--- src/rtl/muldiv_sequencer_pkg.sv ---
// Shared types and constants for the RV32M multiply/divide sequencer.
// AlUop codes, FSM state encoding and datapath widths.
package muldiv_sequencer_pkg;

  localparam int XLEN  = 32;
  localparam int CNT_W = $clog2(XLEN) + 1;

  localparam logic [4:0] OP_MUL    = 5'b01000;
  localparam logic [4:0] OP_MULH   = 5'b01001;
  localparam logic [4:0] OP_MULHSU = 5'b01010;
  localparam logic [4:0] OP_MULHU  = 5'b01011;
  localparam logic [4:0] OP_DIV    = 5'b01100;
  localparam logic [4:0] OP_DIVU   = 5'b01101;
  localparam logic [4:0] OP_REM    = 5'b01110;
  localparam logic [4:0] OP_REMU   = 5'b01111;

  localparam logic [XLEN-1:0] INT_MIN = {1'b1, {(XLEN-1){1'b0}}};

  typedef enum logic [2:0] {
    S_IDLE,
    S_PREP,
    S_ITER,
    S_FIX,
    S_DONE
  } state_e;

endpackage

--- src/rtl/muldiv_sequencer_if.sv ---
// EX-stage handshake bundle between the pipeline and the
// multi-cycle multiply/divide sequencer.
interface muldiv_sequencer_if;
  import muldiv_sequencer_pkg::*;

  logic            start;
  logic [4:0]      aluop;
  logic [XLEN-1:0] op_a;
  logic [XLEN-1:0] op_b;
  logic            flush;
  logic            busy;
  logic            stall_req;
  logic            done;
  logic [XLEN-1:0] result;

  modport master (
    output start, aluop, op_a, op_b, flush,
    input  busy, stall_req, done, result
  );

  modport slave (
    input  start, aluop, op_a, op_b, flush,
    output busy, stall_req, done, result
  );

endinterface

--- src/rtl/muldiv_sequencer_iter_datapath.sv ---
// Operand registers, shared 2*XLEN accumulator and one-bit-per-step
// shift-add multiply / restoring divide with final sign fix-up.
module muldiv_iter_datapath
  import muldiv_sequencer_pkg::*;
(
  input  logic            clk,
  input  logic            reset_n,
  input  logic            load,
  input  logic            prep,
  input  logic            step,
  input  logic [2:0]      op,
  input  logic [XLEN-1:0] op_a,
  input  logic [XLEN-1:0] op_b,
  output logic            div_zero,
  output logic            ovf,
  output logic [XLEN-1:0] special,
  output logic [XLEN-1:0] fix_res
);

  logic [2:0]        op_q, op_d;
  logic [XLEN-1:0]   ra_q, ra_d;
  logic [XLEN-1:0]   rb_q, rb_d;
  logic [XLEN-1:0]   m_q, m_d;
  logic [2*XLEN-1:0] acc_q, acc_d;
  logic              negq_q, negq_d;
  logic              negr_q, negr_d;

  logic              is_div, is_rem, uns;
  logic              a_sgn, b_sgn, sa, sb;
  logic [XLEN-1:0]   abs_a, abs_b;
  logic [XLEN:0]     sum;
  logic [XLEN:0]     rem_ext;
  logic              ge;
  logic [2*XLEN-1:0] mul_nxt, div_nxt;
  logic [2*XLEN-1:0] prod;
  logic [XLEN-1:0]   quo, rem;

  always_comb begin
    is_div = op_q[2];
    is_rem = op_q[2] & op_q[1];
    uns    = op_q[0];
    a_sgn  = is_div ? !uns
           : (op_q[1:0] == 2'b01 || op_q[1:0] == 2'b10);
    b_sgn  = is_div ? !uns : (op_q[1:0] == 2'b01);
    sa     = a_sgn & ra_q[XLEN-1];
    sb     = b_sgn & rb_q[XLEN-1];
    abs_a  = sa ? -ra_q : ra_q;
    abs_b  = sb ? -rb_q : rb_q;

    div_zero = is_div & (rb_q == '0);
    ovf      = is_div & !uns & (ra_q == INT_MIN)
             & (rb_q == '1);
    if (div_zero)
      special = is_rem ? ra_q : '1;
    else
      special = is_rem ? '0 : INT_MIN;

    // add-then-shift: multiplier sits in the low half
    sum = {1'b0, acc_q[2*XLEN-1:XLEN]}
        + (acc_q[0] ? {1'b0, m_q} : '0);
    mul_nxt = {sum, acc_q[XLEN-1:1]};

    // remainder may briefly need XLEN+1 bits after the shift
    rem_ext = acc_q[2*XLEN-1:XLEN-1];
    ge      = rem_ext >= {1'b0, m_q};
    div_nxt = ge
      ? {rem_ext[XLEN-1:0] - m_q, acc_q[XLEN-2:0], 1'b1}
      : {acc_q[2*XLEN-2:0], 1'b0};

    prod = negq_q ? -acc_q : acc_q;
    quo  = acc_q[XLEN-1:0];
    rem  = acc_q[2*XLEN-1:XLEN];
    if (!is_div)
      fix_res = (op_q[1:0] == 2'b00) ? prod[XLEN-1:0]
              : prod[2*XLEN-1:XLEN];
    else if (is_rem)
      fix_res = negr_q ? -rem : rem;
    else
      fix_res = negq_q ? -quo : quo;
  end

  always_comb begin
    op_d   = op_q;
    ra_d   = ra_q;
    rb_d   = rb_q;
    m_d    = m_q;
    acc_d  = acc_q;
    negq_d = negq_q;
    negr_d = negr_q;
    if (load) begin
      op_d = op;
      ra_d = op_a;
      rb_d = op_b;
    end else if (prep) begin
      m_d    = is_div ? abs_b : abs_a;
      acc_d  = {{XLEN{1'b0}}, is_div ? abs_a : abs_b};
      negq_d = sa ^ sb;
      negr_d = sa;
    end else if (step) begin
      acc_d = is_div ? div_nxt : mul_nxt;
    end
  end

  always_ff @(posedge clk or negedge reset_n) begin
    if (!reset_n) begin
      op_q   <= '0;
      ra_q   <= '0;
      rb_q   <= '0;
      m_q    <= '0;
      acc_q  <= '0;
      negq_q <= 1'b0;
      negr_q <= 1'b0;
    end else begin
      op_q   <= op_d;
      ra_q   <= ra_d;
      rb_q   <= rb_d;
      m_q    <= m_d;
      acc_q  <= acc_d;
      negq_q <= negq_d;
      negr_q <= negr_d;
    end
  end

endmodule

--- src/rtl/muldiv_sequencer.sv ---
// EX-stage RV32M sequencer: FSM that drives the iterative datapath
// and stalls the pipeline until the result is ready.
module muldiv_sequencer
  import muldiv_sequencer_pkg::*;
(
  input  logic               clk,
  input  logic               reset_n,
  muldiv_sequencer_if.slave  bus
);

  state_e            state_q, state_d;
  logic [CNT_W-1:0]  cnt_q, cnt_d;
  logic [XLEN-1:0]   result_q, result_d;
  logic              done_q, done_d;
  logic              busy_q, busy_d;

  logic              m_op;
  logic              load, prep, step;
  logic              div_zero, ovf;
  logic [XLEN-1:0]   special, fix_res;

  assign m_op = bus.aluop[4:3] == 2'b01;

  muldiv_iter_datapath u_dp (
    .clk      (clk),
    .reset_n  (reset_n),
    .load     (load),
    .prep     (prep),
    .step     (step),
    .op       (bus.aluop[2:0]),
    .op_a     (bus.op_a),
    .op_b     (bus.op_b),
    .div_zero (div_zero),
    .ovf      (ovf),
    .special  (special),
    .fix_res  (fix_res)
  );

  always_comb begin
    state_d  = state_q;
    cnt_d    = cnt_q;
    result_d = result_q;
    done_d   = 1'b0;
    load     = 1'b0;
    prep     = 1'b0;
    step     = 1'b0;
    if (bus.flush) begin
      state_d = S_IDLE;
    end else begin
      unique case (state_q)
        S_IDLE: begin
          if (bus.start && m_op) begin
            load    = 1'b1;
            state_d = S_PREP;
          end
        end
        S_PREP: begin
          prep = 1'b1;
          if (div_zero || ovf) begin
            result_d = special;
            done_d   = 1'b1;
            state_d  = S_DONE;
          end else begin
            cnt_d   = CNT_W'(XLEN - 1);
            state_d = S_ITER;
          end
        end
        S_ITER: begin
          step = 1'b1;
          if (cnt_q == '0)
            state_d = S_FIX;
          else
            cnt_d = cnt_q - 1'b1;
        end
        S_FIX: begin
          result_d = fix_res;
          done_d   = 1'b1;
          state_d  = S_DONE;
        end
        S_DONE: state_d = S_IDLE;
        default: state_d = S_IDLE;
      endcase
    end
    busy_d = state_d != S_IDLE;
  end

  always_ff @(posedge clk or negedge reset_n) begin
    if (!reset_n) begin
      state_q  <= S_IDLE;
      cnt_q    <= '0;
      result_q <= '0;
      done_q   <= 1'b0;
      busy_q   <= 1'b0;
    end else begin
      state_q  <= state_d;
      cnt_q    <= cnt_d;
      result_q <= result_d;
      done_q   <= done_d;
      busy_q   <= busy_d;
    end
  end

  assign bus.busy      = busy_q;
  assign bus.done      = done_q;
  assign bus.result    = result_q;
  assign bus.stall_req =
    (state_q == S_IDLE && bus.start && m_op && !bus.flush)
    || state_q == S_PREP
    || state_q == S_ITER
    || state_q == S_FIX;

endmodule
--- src/flat_wrapper.sv ---
// flat-port wrapper written by rule: the top's interface ports become plain ports
module muldiv_sequencer_flat import muldiv_sequencer_pkg::*;
  (clk, reset_n, bus_start, bus_aluop, bus_op_a, bus_op_b, bus_flush, bus_busy, bus_stall_req, bus_done, bus_result);
  muldiv_sequencer_if bus_i ();
  input  logic clk;
  input  logic reset_n;
  input wire logic [$bits(bus_i.start)-1:0] bus_start;
  input wire logic [$bits(bus_i.aluop)-1:0] bus_aluop;
  input wire logic [$bits(bus_i.op_a)-1:0] bus_op_a;
  input wire logic [$bits(bus_i.op_b)-1:0] bus_op_b;
  input wire logic [$bits(bus_i.flush)-1:0] bus_flush;
  output wire logic [$bits(bus_i.busy)-1:0] bus_busy;
  output wire logic [$bits(bus_i.stall_req)-1:0] bus_stall_req;
  output wire logic [$bits(bus_i.done)-1:0] bus_done;
  output wire logic [$bits(bus_i.result)-1:0] bus_result;
  assign bus_i.start = bus_start;
  assign bus_i.aluop = bus_aluop;
  assign bus_i.op_a = bus_op_a;
  assign bus_i.op_b = bus_op_b;
  assign bus_i.flush = bus_flush;
  assign bus_busy = bus_i.busy;
  assign bus_stall_req = bus_i.stall_req;
  assign bus_done = bus_i.done;
  assign bus_result = bus_i.result;
  muldiv_sequencer u_core (.clk(clk), .reset_n(reset_n), .bus(bus_i));
endmodule
--- config.mk ---
export PLATFORM = sky130hd
export DESIGN_NAME = muldiv_sequencer_flat
export DESIGN_NICKNAME = d
export VERILOG_FILES = /design/src/rtl/muldiv_sequencer_pkg.sv /design/src/rtl/muldiv_sequencer_if.sv /design/src/rtl/muldiv_sequencer_iter_datapath.sv /design/src/rtl/muldiv_sequencer.sv /design/src/flat_wrapper.sv
export SDC_FILE = /design/constraint.sdc
export NUM_CORES = 1
export LEC_CHECK = 0
export CORE_ASPECT_RATIO = 0.75
export CORE_MARGIN = 2
export CORE_UTILIZATION = 56
export DETAILED_ROUTE_END_ITERATION = 8
export GPL_TIMING_DRIVEN = 0
export PLACE_DENSITY_LB_ADDON = 0.3
export SYNTH_ARGS = -nofsm -noshare
export SYNTH_HDL_FRONTEND = slang
export SYNTH_SLANG_ARGS = --single-unit
--- constraint.sdc ---
create_clock -name clk -period 3.99 [get_ports clk]
set_input_delay 0.5985 -clock clk [delete_from_list [all_inputs] [get_ports clk]]
set_output_delay 0.5985 -clock clk [all_outputs]
set_load 0.005 [all_outputs]
## Word level (Yosys, flattened, before mapping)

Index checks and enable logic that the tools add are counted.

| cells by class | value |
|---|---|
| add/sub/neg operators | 8 |
| magnitude comparators | 1 |
| equality and inequality tests | 11 |
| muxes and demuxes | 40 |
| bitwise gates (word level) | 10 |
| reduce and logical (&&, ||, !) cells | 23 |

Operator list:

| kind | count |
|---|---|
| 32-bit two-way mux | 14 |
| 64-bit two-way mux | 5 |
| 32-bit negator | 4 |
| 32-bit equality test (second input constant) | 2 |
| 64-bit negator | 1 |
| 32-bit one-hot mux with 2 select lines | 1 |
| 32-bit by 32-bit adder with 33-bit output | 1 |
| 33-bit by 32-bit greater-or-equal comparator with 1-bit output | 1 |
| 32-bit zero test | 1 |
| 32-bit subtractor | 1 |
| 3-bit two-way mux | 4 |
| 6-bit two-way mux | 2 |
| 3-bit one-hot mux with 4 select lines | 1 |
| 6-bit one-hot mux with 2 select lines | 1 |
| 1-bit two-way mux | 11 |
| 1-bit AND | 7 |
| 3-bit by 2-bit equality test with 1-bit output (second input constant) | 2 |
| 6-bit zero test | 1 |
| 2-bit nonzero test | 3 |
| 6-bit by 1-bit subtractor with 6-bit output (second input constant) | 1 |
| 1-bit logical OR | 5 |
| 2-bit by 1-bit equality test with 1-bit output (second input constant) | 2 |
| 1-bit logical AND | 4 |
| 2-bit inequality test (second input constant) | 2 |
| other kinds (13) | 16 |

| word-level totals | value |
|---|---|
| register bits after elaboration | 208 |
| input bits | 73 |
| word-level logic and storage cells | 105 |

## Depth between registers and ports, before layout

| depth | value |
|---|---|
| word-level depth | 9 |
| depth in mapped cells | 15 |

## By module

A second synthesis with hierarchy kept.

| second synthesis, totals | value |
|---|---|
| cell total of the unflattened synthesis | 2,255 |
| area total of the unflattened synthesis | 17,588.1 sq um |

Modules (own cells, without submodules):

| module | times used | cells each | area an instance (sq um) | seq. area each (sq um) |
|---|---|---|---|---|
| muldiv_iter_datapath | 1 | 2,046 | 15,528.6 | 4,129.0 |
| muldiv_sequencer | 1 | 209 | 2,059.5 | 1,076.0 |

## Worst setup path before layout

OpenSTA, ideal clock, no wires.

| path | value |
|---|---|
| path kind | flip-flop to flip-flop |
| start | reg u_core.u_dp.acc_q[0] |
| end | reg u_core.result_q[24] (netlist: u_core.bus.result[24]) |
| library setup time | 77 ps |
| arrival | 3,667 ps |
| required time | 3,913 ps |
| path slack | 247 ps |
| cell stages (with the launch flop) | 16 |
| cells stage by stage | dfrtp_1 clkbuf_1 inv_1 clkbuf_1 ha_1 nand2b_1 or4_1 buf_2 or4_4 buf_6 or4_4 o2bb2ai_1 a211o_1 a21oi_1 a21oi_1 o21ai_1 |

| on the way | value |
|---|---|
| word-level cells in the longest chain between the ends | 5 |
| elaborated cells on any way between the ends | 8 |
| those cells by class | 2 x add/sub; 6 x mux |

Ends and longest elaborated chain:

| item | line | text |
|---|---|---|
| from (decl) | muldiv_sequencer_iter_datapath.sv:24 | `logic [2*XLEN-1:0] acc_q, acc_d;` |
| from (signal assigned) | muldiv_sequencer_iter_datapath.sv:110 | `acc_q <= '0;` |
| from (signal assigned) | muldiv_sequencer_iter_datapath.sv:118 | `acc_q <= acc_d;` |
| 64-bit negator / 32-bit negator (equally long branches) | muldiv_sequencer_iter_datapath.sv:70, muldiv_sequencer_iter_datapath.sv:79 |  |
| 64-bit two-way mux / 32-bit two-way mux (equally long branches) | muldiv_sequencer_iter_datapath.sv:70, muldiv_sequencer_iter_datapath.sv:79 |  |
| 32-bit two-way mux, on equally long branches | muldiv_sequencer_iter_datapath.sv:74, muldiv_sequencer_iter_datapath.sv:76 |  |
| 32-bit two-way mux (*) | muldiv_sequencer_iter_datapath.sv:73 | `if (!is_div)` |
| 32-bit one-hot mux with 2 select lines (*) | muldiv_sequencer.sv:50 | `unique case (state_q)` |
| to (signal assigned) | muldiv_sequencer.sv:97 | `result_q <= result_d;` |
| to (decl) | muldiv_sequencer.sv:13 | `logic [XLEN-1:0] result_q, result_d;` |

Every way passes the cells marked *; elsewhere a longest branch is shown, timed or not.
A chain may end at the register's enable or synchronous reset.

## Final worst setup path

| path | value |
|---|---|
| start | reg u_core.u_dp.acc_q[32] |
| end | reg u_core.u_dp.acc_q[57] |

| on the way | value |
|---|---|
| word-level cells in the longest chain between the ends | 5 |
| elaborated cells on any way between the ends | 7 |
| those cells by class | 2 x add/sub; 1 x order compare; 4 x mux |

Ends and longest elaborated chain:

| item | line | text |
|---|---|---|
| 32-bit subtractor / 33-bit by 32-bit greater-or-equal comparator with 1-bit output (equally long branches) | muldiv_sequencer_iter_datapath.sv:67, muldiv_sequencer_iter_datapath.sv:65 |  |
| 64-bit two-way mux | muldiv_sequencer_iter_datapath.sv:67 | `? {rem_ext[XLEN-1:0] - m_q, acc_q[XLEN-2:0], 1'b1}` |
| 64-bit two-way mux (*) | muldiv_sequencer_iter_datapath.sv:100 | `acc_d = is_div ? div_nxt : mul_nxt;` |
| 64-bit two-way mux (*) | muldiv_sequencer_iter_datapath.sv:99 | `end else if (step) begin` |
| 64-bit two-way mux (*) | muldiv_sequencer_iter_datapath.sv:94 | `end else if (prep) begin` |

Every way passes the cells marked *; elsewhere a longest branch is shown, timed or not. The select of a mux whose other input is x is not followed.

==> flow_metrics.env <==
export IMPL_drt_wl_total_um=76000
export IMPL_synth_ff_type="dfrtp_1"
export IMPL_area_sequential_um2=5210
export IMPL_clockRootBuffer="clkbuf_16"
export IMPL_clkSlewWorstSetupHoldPaths_ns=0.07
export IMPL_synth_enable_flop_cells=0
export IMPL_hold_violations=0
export IMPL_grt_setup_unrepaired="true"
export IMPL_synth_seq_cells=208
export IMPL_antenna_found_initial=3
export IMPL_drive_above_1_share_pct=7.11
export IMPL_mappedNetlistArea_um2=17700
export IMPL_h_tree_depth=1
export IMPL_maxClockFrequency_ghz=0.250
export IMPL_critical_path_cell_chain="ha_1, nor2b_1, o2111ai_1, a211oi_1, o21ai_1, a211o_1, a21boi_4, nor2_2, or4b_2, o211ai_1"
export IMPL_route_detailed_wl_per_inst_um=27.6
export IMPL_worst_setup_path_type="register to register"
export IMPL_drt_first_iter_violations=3083
export IMPL_final_common_cell="nand2_1"
export IMPL_endpoint_kind="register"
export IMPL_worst_slew_margin_rel_pct=23.1
export IMPL_fp_dieH_um=158
export IMPL_ys_types=75
export IMPL_synth_area_leaders="dfrtp_1 29%, o21ai_0 5.4%, nand2_1 5.2%"
export IMPL_drc=0
export IMPL_cts_buffers=24
export IMPL_start_util_pct=56.6
export IMPL_postSynthNetCount=2345
export IMPL_fin_ws_ns=-0.0118
export IMPL_final_setup_viol_count=1
export IMPL_place_gp_congestion=1.06
export IMPL_leakagePower_nw=8.28
export IMPL_final_min_clock_period_ns=4.00
export IMPL_timing_worst_slew_pin_value_ns=1.15
export IMPL_dr_pass1_iters=6
export IMPL_syn_avg_cell_area_um2=8.04
export IMPL_status="finished with violations"
export IMPL_share_of_the_yosys_chip_area_belonging_to_registers_pct=29.5
export IMPL_clock_latency_reported_for_the_late_side_of_the_worst_skew_pair_ns=0.57
export IMPL_multi_input_area_um2=11700
export IMPL_tritoncts_sink_count=208
export IMPL_p_per_area_nw_per_um2=889
export IMPL_finalNetCount=2480
export IMPL_layoutNonFillerInstCount=2757
export IMPL_ioPinCount=108
export IMPL_largest_net_degree_at_the_start_of_global_routing=119
export IMPL_cp_data_arrival_time_ns=4.48
export IMPL_postRouteAntennaNets=0
export IMPL_power_ir_vdd_worst_uv=593
export IMPL_synth_yosys_warnings=0
export IMPL_chipWidth_um=209
export IMPL_timing_critical_path_from_type="register"
export IMPL_hpwl_um=59200
export IMPL_cap_violations=0
export IMPL_max_stage_delay_ns=0.78
export IMPL_row_count=56
export IMPL_synth_largest_area_cell="dfrtp_1"
export IMPL_report_final_slew_viol_count=0
export IMPL_min_path_type="input port to asynchronous set/reset pin"
export IMPL_grt_first_pass_wirelength_um=111000
export IMPL_count_of_port_buffers_added_during_placement=107
export IMPL_grt_pass1_vias=17300
export IMPL_finalCritPeriodShare_pct=100
export IMPL_grt_overflow_total=0
export IMPL_dp_cells=2711
export IMPL_grt_use_total_pct=45.2
export IMPL_syn_instance_count=2197
export IMPL_fp_dieArea_um2=33000
export IMPL_skew_ns=0.0254
export IMPL_setup_total_negative_slack_ns=-0.0118
export IMPL_postSynth_asyncResetShare_pct=100
export IMPL_worst_ep_required_time_ns=4.46
export IMPL_crit_path_top_delay_cell="or4b_2"
export IMPL_core_area_um2=31200
export IMPL_cts_tree="built"
export IMPL_detailroute_via_count=19100
export IMPL_vias_per_cell=6.92
export IMPL_n_fill_cell=2719
export IMPL_worstPathMaxFanout=10
export IMPL_most_common_layout_cells="244 x nand2_1, 207 x dfrtp_1, 187 x o21ai_0"
export IMPL_area_delta_synth_final_pct=14.4
export IMPL_cts_max_path_buffers=3
export IMPL_violated_checks="negative setup slack"
export IMPL_synth_largest_type_area_fraction_pct=29.5
## cell families (layout without fill, tap and decap cells)
family | count (synthesis) | after routing | synth area share (%)
compound gates | 660 | 660 | 24.2
flops | 208 | 208 | 29.5
simple gates | 712 | 712 | 19.1
fa+ha+maj | 75 | 75 | 5.40
mux | 118 | 118 | 7.14
buf+inv | 228 | 380 | 4.99
xor+xnor | 196 | 196 | 9.72
other cells | 0 | 2 | 0
## worst max-delay path: cells and delay by family (launching register included)
family / cells / cell delay (ns)
simple gates: 3 / 1.20
compound gates: 6 / 1.69
fa+ha+maj: 1 / 0.42
flops: 1 / 0.58
## layout make-up
class	instances	area share, %
flip-flops and latches	208	25.8
clock inverters	9	0.378
inverters	65	1.23
plain buffers	161	3.29
diodes	2	0.0248
repair buffers	111	5.58
multi-input cells	1761	57.8
clock buffers	34	3.41
well taps	406	2.52
## final timing paths
| check | from | end | slack [ns] | cells after the start |
|---|---|---|---|---|
| min reg2reg | u_core.cnt_q[5] | u_core.cnt_q[5] | 0.48 | 1 |
| min in group clk | u_core.cnt_q[5] | u_core.cnt_q[5] | 0.48 | 1 |
| max in group asynchronous | reset_n | u_core.u_dp.m_q[24] | 2.89 | 2 |
| max | u_core.u_dp.acc_q[32] | u_core.u_dp.acc_q[57] | -0.01 | 10 |
| min | reset_n | u_core.u_dp.rb_q[4] | 0.04 | 1 |
| max reg2reg | u_core.u_dp.acc_q[32] | u_core.u_dp.acc_q[57] | -0.01 | 10 |
## state kept, by name, indices dropped and copies added, names as in the netlist
| register | flops |
|---|---|
| u_core.state_q | 3 |
| u_core.cnt_q | 6 |
| u_core.bus.done | 1 |
| u_core.u_dp.rb_q | 32 |
| u_core.u_dp.acc_q | 64 |
| u_core.bus.result | 32 |
| u_core.u_dp.op_q | 3 |
| u_core.u_dp.ra_q | 32 |
| u_core.u_dp.negr_q | 1 |
| u_core.u_dp.negq_q | 1 |
| u_core.bus.busy | 1 |
| u_core.u_dp.m_q | 32 |
## stage by stage
stage | hold WS (ns) | cell area (um^2) | util (%) | worst slack [ns] | power, mW
floorplan | 0.303 | 17700 | - | 0.247 | 11.1
global route | 0.0962 | 20200 | 64.8 | -0.0329 | 18.7
finish | 0.0401 | 20200 | 64.8 | -0.0118 | 18.0
detailed placement | 0.459 | 19300 | 61.8 | -0.717 | 14.9
global placement | 0.459 | 19200 | 61.7 | -6.51 | 14.7
CTS | 0.0781 | 20100 | 64.5 | 0.000804 | 17.2
## cells in the mapped netlist, types with 5 or more instances
cell / count
o21a_1: 11
mux2i_1: 55
a211oi_1: 15
a22o_1: 9
o31ai_1: 37
a21o_1: 37
nand3_1: 53
a31oi_1: 31
nand2_1: 244
nor2b_1: 13
or2_2: 9
or3_1: 24
o21ai_0: 190
inv_1: 63
o41ai_1: 13
ha_1: 73
nor4_1: 20
mux2_2: 63
o2111ai_1: 5
dfrtp_1: 208
a22oi_1: 6
a21oi_1: 125
o21bai_1: 12
a41oi_1: 5
and3_1: 14
nor3_1: 41
and2_1: 12
xor2_1: 98
nor3b_1: 6
clkbuf_1: 145
o211ai_1: 59
xnor2_1: 98
a221o_1: 9
or4_1: 30
buf_1: 13
o22ai_1: 20
a2111oi_0: 5
nand4_1: 22
nand2b_1: 15
nor2_1: 187
o221ai_1: 26
a21boi_0: 5
## metal layers
layer	vias to the layer above	part of all wire [%]	global-route usage, %
li1	8286	-	-
met1	9168	41	64.2
met2	1416	39	62.9
met3	208	16	16.2
met4	2	3.7	15.1
met5	-	0.14	2.25
## power breakdown
part	internal [mW]	switching [mW]	total [mW]
sequential	2.74	1.04	3.79
clock	1.21	1.00	2.22
combinational	4.11	7.84	12.0
total	8.07	9.89	18.0
## repair_timing
action,CTS,global route
setup buffers,1,2
pin swaps,2,1
hold buffers,0,0
endpoints found under the setup margin,55,54
gates resized for setup,19,25
Power figures use the tool's default switching activity.
